--- config.mk ---
export PLATFORM = sky130hd
export DESIGN_NAME = reg_file
export DESIGN_NICKNAME = d
export VERILOG_FILES = /design/src/rtl/cpu32_pkg.sv /design/src/rtl/reg_word.sv /design/src/rtl/reg_file.sv
export SDC_FILE = /design/constraint.sdc
export NUM_CORES = 2
export LEC_CHECK = 0
export BUFFER_PORTS_ARGS = -buffer_cell sky130_fd_sc_hd__buf_2
export CORE_ASPECT_RATIO = 0.5
export CORE_UTILIZATION = 35
export CTS_BUF_LIST = sky130_fd_sc_hd__clkbuf_4 sky130_fd_sc_hd__clkbuf_8
export CTS_CLUSTER_SIZE = 20
export DETAILED_ROUTE_END_ITERATION = 7
export GPL_TIMING_DRIVEN = 0
export SYNTH_ARGS = -nofsm -noshare
export SYNTH_HDL_FRONTEND = slang
export SYNTH_SLANG_ARGS = --single-unit
--- constraint.sdc ---
create_clock -name clk -period 2.9 [get_ports clk]
set_input_delay 0.29 -clock clk [delete_from_list [all_inputs] [get_ports clk]]
set_output_delay 0.29 -clock clk [all_outputs]
set_load 0.005 [all_outputs]
--- src/rtl/cpu32_pkg.sv ---
// Shared constants and types for the cpu32 register file.
// Provides data/address widths, the word and register-address types,
// and the soft-clear FSM state encoding.
package cpu32_pkg;

    localparam int unsigned XLEN  = 32;
    localparam int unsigned NREGS = 32;
    localparam int unsigned AW    = $clog2(NREGS);

    typedef logic [XLEN-1:0] word_t;
    typedef logic [AW-1:0]   raddr_t;

    typedef enum logic {
        RF_IDLE  = 1'b0,
        RF_CLEAR = 1'b1
    } rf_state_e;

endpackage : cpu32_pkg

--- src/rtl/reg_word.sv ---
// One XLEN-bit storage word with write enable and synchronous active-low reset.
// Ports:
//   clk    in   clock
//   rst_n  in   synchronous active-low reset (clears the word)
//   en     in   load enable
//   d      in   load data
//   q      out  stored word
module reg_word
    import cpu32_pkg::*;
(
    input  logic  clk,
    input  logic  rst_n,
    input  logic  en,
    input  word_t d,
    output word_t q
);

    word_t val_q;
    word_t val_d;

    // Next-value select
    always_comb begin
        val_d = val_q;
        if (en) begin
            val_d = d;
        end
    end

    // Storage flop
    always_ff @(posedge clk) begin
        if (!rst_n) begin
            val_q <= '0;
        end else begin
            val_q <= val_d;
        end
    end

    assign q = val_q;

endmodule : reg_word

--- src/rtl/reg_file.sv ---
// 32 x 32-bit register file: two combinational read ports, one synchronous
// write port, R0 reads as zero, plus a sequential soft-clear sweep that
// zeroes one entry per cycle.
// Ports:
//   clk      in   clock, all state updates on rising edge
//   rst_n    in   synchronous active-low reset
//   we       in   write enable (ignored while clearing)
//   waddr    in   write address
//   wdata    in   write data
//   raddr_a  in   read port A address
//   rdata_a  out  read port A data (combinational)
//   raddr_b  in   read port B address
//   rdata_b  out  read port B data (combinational)
//   clr_req  in   start soft-clear (ignored while clearing)
//   clr_busy out  high while soft-clear is in progress (registered)
// Configuration:
//   REGFILE_BYPASS_EN  when defined, a same-cycle write to the address being
//                      read is forwarded to that read port.
module reg_file
    import cpu32_pkg::*;
(
    input  logic   clk,
    input  logic   rst_n,
    input  logic   we,
    input  raddr_t waddr,
    input  word_t  wdata,
    input  raddr_t raddr_a,
    output word_t  rdata_a,
    input  raddr_t raddr_b,
    output word_t  rdata_b,
    input  logic   clr_req,
    output logic   clr_busy
);

    localparam raddr_t LAST_PTR = raddr_t'(NREGS - 1);

    rf_state_e state_q;
    rf_state_e state_d;
    raddr_t    ptr_q;
    raddr_t    ptr_d;
    logic      busy_q;
    logic      busy_d;

    logic      wr_en;
    logic      clr_en;
    word_t     words [NREGS];

    // Clear FSM next-state, pointer and busy flag
    always_comb begin
        state_d = state_q;
        ptr_d   = ptr_q;
        busy_d  = busy_q;
        case (state_q)
            RF_IDLE: begin
                if (clr_req) begin
                    state_d = RF_CLEAR;
                    ptr_d   = raddr_t'(1);
                    busy_d  = 1'b1;
                end
            end
            RF_CLEAR: begin
                if (ptr_q == LAST_PTR) begin
                    state_d = RF_IDLE;
                    ptr_d   = '0;
                    busy_d  = 1'b0;
                end else begin
                    ptr_d   = ptr_q + raddr_t'(1);
                end
            end
            default: begin
                state_d = RF_IDLE;
                ptr_d   = '0;
                busy_d  = 1'b0;
            end
        endcase
    end

    // FSM state register
    always_ff @(posedge clk) begin
        if (!rst_n) begin
            state_q <= RF_IDLE;
            ptr_q   <= '0;
            busy_q  <= 1'b0;
        end else begin
            state_q <= state_d;
            ptr_q   <= ptr_d;
            busy_q  <= busy_d;
        end
    end

    assign clr_busy = busy_q;

    // Writes are only honoured in IDLE; R0 writes are dropped here.
    assign wr_en  = we && (state_q == RF_IDLE) && (waddr != '0);
    assign clr_en = (state_q == RF_CLEAR);

    // R0 has no storage
    assign words[0] = '0;

    // Storage words R1..R(NREGS-1); write and clear hits are mutually
    // exclusive because they depend on disjoint FSM states.
    for (genvar i = 1; i < NREGS; i++) begin : g_word
        logic  hit_wr;
        logic  hit_clr;
        word_t load_val;

        assign hit_wr   = wr_en  && (waddr == raddr_t'(i));
        assign hit_clr  = clr_en && (ptr_q == raddr_t'(i));
        assign load_val = hit_clr ? word_t'(0) : wdata;

        reg_word u_word (
            .clk   (clk),
            .rst_n (rst_n),
            .en    (hit_wr | hit_clr),
            .d     (load_val),
            .q     (words[i])
        );
    end

    // Read port A
    always_comb begin
        rdata_a = words[raddr_a];
`ifdef REGFILE_BYPASS_EN
        if (wr_en && (raddr_a == waddr)) begin
            rdata_a = wdata;
        end
`endif
    end

    // Read port B
    always_comb begin
        rdata_b = words[raddr_b];
`ifdef REGFILE_BYPASS_EN
        if (wr_en && (raddr_b == waddr)) begin
            rdata_b = wdata;
        end
`endif
    end

endmodule : reg_file

==> flow_metrics.tcl <==
set metrics [dict create \
    run_status "finished with violations" \
    failed_checks "negative setup slack" \
    cts_root_buf "sky130_fd_sc_hd__clkbuf_8" \
    synthCells 5718 \
    syn-cell-area_um2 50900 \
    worst_hold_path_type "primary input to register" \
    synth_top_area_share_pct 39.3 \
    cell_int_power_mw 21.8 \
    critical_path_peak_fanout 10 \
    vdd_drop_max_uv 533 \
    initial_standard_cell_utilization_of_the_core_pct 35.4 \
    power.switching_fraction_pct 28.2 \
    antenna_violating_nets_post_route 0 \
    synthAdderAreaFrac_pct 0.172 \
    ys_top_cells_by_area "sky130_fd_sc_hd__dfxtp_1 (39%), sky130_fd_sc_hd__mux4_2 (21%), sky130_fd_sc_hd__nand2_1 (15%)" \
    worst_r2r_path_depth 6 \
    synth-edff-count 0 \
    global_route.usage.total_pct 32.6 \
    place_hpwl_mm 179 \
    maxCapViolations 0 \
    synth_xor_area_share_pct 0 \
    r2r-start "clr_en" \
    asr_flop_ratio_synth_pct 0 \
    totalNegativeSetupSlack_ns -24.08 \
    report.final.slew_viol_count 0 \
    route.detailed.vias_per_inst 6.14 \
    synth-seq-cells 999 \
    total_switching_power_mw 8.55 \
    power-per-cell-area_nw_per_um2 507 \
    port_buffers 105 \
    first_global_vias 45600 \
    cts_max_path_buffers 3 \
    crit_path_kind "primary input to output pin" \
    dpl-instance-area_um2 54000 \
    cp_top_family "multiplexers" \
    timing.reg2reg.setup_slack_ns -0.21 \
    final_layout_size_suffix_gt1_share_pct 22.9 \
    design.core.area_um2 144000 \
    clkSlewWorstSetupHoldPaths_ns 0.06 \
    wl_met2_mm 97.7 \
    min_delay_worst_endpoint "g_word[15].u_word.q[31]" \
    std_cell_rows 98 \
    route.layer.met1.wl_mm 93.8 \
    final-hold-violation-count 0 \
    met3RoutedLength_mm 41.1 \
    htreeDepth 4 \
    cp_cell_sequence "clkbuf_2, buf_6, clkbuf_4, buf_4, mux4_2, mux4_2, mux2_4, buf_6" \
    timing.critical_path.arrival_ns 2.83 \
    route.detailed.drc 0 \
    globalplace.congestion 1.03 \
    regToRegEndpoint "g_word[13].u_word.q[29]" \
    ys_seq_area_share_pct 39.3 \
    min_path_cells 5 \
    rsz0062_at_grt "true" \
    layout_setup_ws_ns -0.219 \
    clock-sinks 999 \
    yosysTopAreaCell "sky130_fd_sc_hd__dfxtp_1" \
    cp_slowest_stage_delay_ns 0.53 \
    cp.required_ns 2.61 \
    most-common-layout-cells "sky130_fd_sc_hd__nand2_1 (2033), sky130_fd_sc_hd__a21oi_1 (995), sky130_fd_sc_hd__dfxtp_1 (859), sky130_fd_sc_hd__mux4_2 (480), sky130_fd_sc_hd__clkbuf_1 (370)" \
    post_synth_mux_area_share_pct 25.3 \
    synth-simple-area-share_pct 16.7 \
    combinational_power_share_pct 9.6 \
    detailedRoute.firstPassIterationCount 7 \
    synth-main-ff-cell "sky130_fd_sc_hd__dfxtp_1" \
    area_growth_pct 17.5 \
    grt_start_max_net_pins 17 \
    net_count_final 6135 \
    layout.cells.most_common "sky130_fd_sc_hd__nand2_1" \
    synth_compound_gate_area_share_pct 13.8 \
    setup_viol_count_final 283 \
    timing.final.crit_share_pct 108 \
    worst_max_slew_margin_expressed_relative_to_the_limit_pct 11.2 \
    final_core_utilization_pct 41.6 \
    hold_path.startpoint "waddr[0]" \
    worst_setup_path_start_kind "primary input" \
    worstMarginPinSlew_ns 1.33 \
    ys.warnings.count 0 \
    top_layer_used "met5" \
    overall_routed_net_length_mm 247 \
    crit_path_top_delay_cell "sky130_fd_sc_hd__mux4_2" \
    worst_skew_pair.late_latency_ns 0.94 \
    maximum_clock_rate_ghz 0.321 \
    final_design_area_no_fill_um2 59800 \
    fp.dieArea_um2 147000 \
    largest_family_of_logic_cells_by_synthesized_area "multiplexers" \
    power_frac_clock_pct 44.6 \
    worst_setup_path_end_kind "output pin" \
    power_frac_seq_pct 45.8 \
    worst-path-buf-inv 5 \
    global_route.overflow_total 0 \
    cts_inserted_buffers 161 \
    skew_ns 0.0603 \
    die_extent_in_y_um 272 \
    dr.first_iter.drc_count 8942 \
    tritoncts "done" \
    antenna_found_initial 26 \
    floorplan.io_pins 116 \
    detailroute.via_count 50200 \
    min_period_ns 3.12 \
    dp_slack_ns -1.27 \
    distinct_cell_type_count_after_synthesis 38 \
    wl_per_cell_um 30.2 \
    num-fill-cells 14300 \
    syn-num-nets 5776 \
    leakage_power_nw 19.4 \
    grt_first_pass_wirelength_mm 341 \
    synth_area_per_cell_um2 8.89 \
    dieWidth_um 541 \
]
## layout make-up
class,count,area (µm²),share of cell area [%]
clock buffer,257,3160,5.29
timing repair buffer,202,1610,2.69
buffer,584,2730,4.56
antenna,31,77.6,0.130
tap,1950,2440,4.08
multi-input combinational,4125,29300,49.0
inverter,4,18.8,0.0314
sequential,999,20200,33.8
clock inverter,27,250,0.419
## what timing repair did
action	in CTS	in global routing
endpoints found under the setup margin	298	523
hold endpoints to repair	142	0
pin swaps	11	14
resized for setup	367	176
hold buffers	36	0
buffers inserted	40	10
## registers in the layout, indices dropped and copies added, names as in the netlist
name	count
clr_busy	1
clr_en	1
g_word.u_word.q	992
ptr_q	5
## worst max path at each step
stage / slack, ns / to / from / cells past startpoint
floorplan: 0.51 / rdata_b[0] / raddr_b[1] / 7
global placement: -1.29 / rdata_a[29] / raddr_a[2] / 8
detailed placement: -1.27 / rdata_a[28] / raddr_a[2] / 8
CTS: -0.18 / rdata_b[26] / g_word[11].u_word.q[26] / 4
global route: -0.22 / g_word[5].u_word.q[23] / clr_en / 6
finish: -0.22 / rdata_b[0] / raddr_b[1] / 8
## power groups by stage
stage | registers (mW) | clock network [mW] | logic [mW]
3_3_place_gp | 14.2 | 0 | 2.57
2_1_floorplan | 14.1 | 0 | 1.43
5_1_grt | 13.9 | 14.0 | 2.91
3_5_place_dp | 14.2 | 0 | 2.58
6_report | 13.9 | 13.5 | 2.92
4_1_cts | 13.9 | 13.4 | 2.72
## worst reg2reg max path, stage by stage (launching register included)
cell and delay (ns):
sky130_fd_sc_hd__dfxtp_1 0.39, sky130_fd_sc_hd__nor3b_2 0.51, sky130_fd_sc_hd__clkbuf_1 0.42, sky130_fd_sc_hd__nand3_1 0.76, sky130_fd_sc_hd__clkbuf_1 0.57, sky130_fd_sc_hd__nand2_1 0.18
sky130_fd_sc_hd__a21oi_1 0.08
## through the flow
step | hold slack (ns) | instances | total power [mW]
3_3_place_gp | 0.451 | 7773 | 16.7
6_report | 0.102 | 8179 | 30.3
5_1_grt | 0.113 | 8154 | 30.8
4_1_cts | 0.0418 | 8144 | 30.0
2_1_floorplan | 0.426 | 5718 | 15.6
3_5_place_dp | 0.457 | 7784 | 16.8
## metal layers
layer	GRT usage, %	vias to the layer above
li1	-	20800
met1	43.1	24500
met2	44.2	4122
met3	14.8	816
met4	16.4	38
met5	1.20	-
## Yosys cell counts, types with 33 or more instances
cell type and instances:
sky130_fd_sc_hd__clkbuf_1 429, sky130_fd_sc_hd__buf_2 64, sky130_fd_sc_hd__mux2_2 96, sky130_fd_sc_hd__o22ai_1 34, sky130_fd_sc_hd__a22o_1 128, sky130_fd_sc_hd__nand2_1 2040, sky130_fd_sc_hd__mux2i_1 96, sky130_fd_sc_hd__dfxtp_1 999
sky130_fd_sc_hd__buf_1 74, sky130_fd_sc_hd__nand3_1 34, sky130_fd_sc_hd__a21oi_1 995, sky130_fd_sc_hd__mux4_2 480, sky130_fd_sc_hd__and2_1 36, sky130_fd_sc_hd__o21ai_0 33
## cell families after synthesis
| group | after synthesis |
|---|---|
| DFF | 999 |
| and+or+nand+nor | 2183 |
| muxes | 672 |
| AOI/OAI and AO/OA | 1263 |
| adders and majority gates | 7 |
| buffers and inverters | 594 |
(Power assumes the default switching activity.)
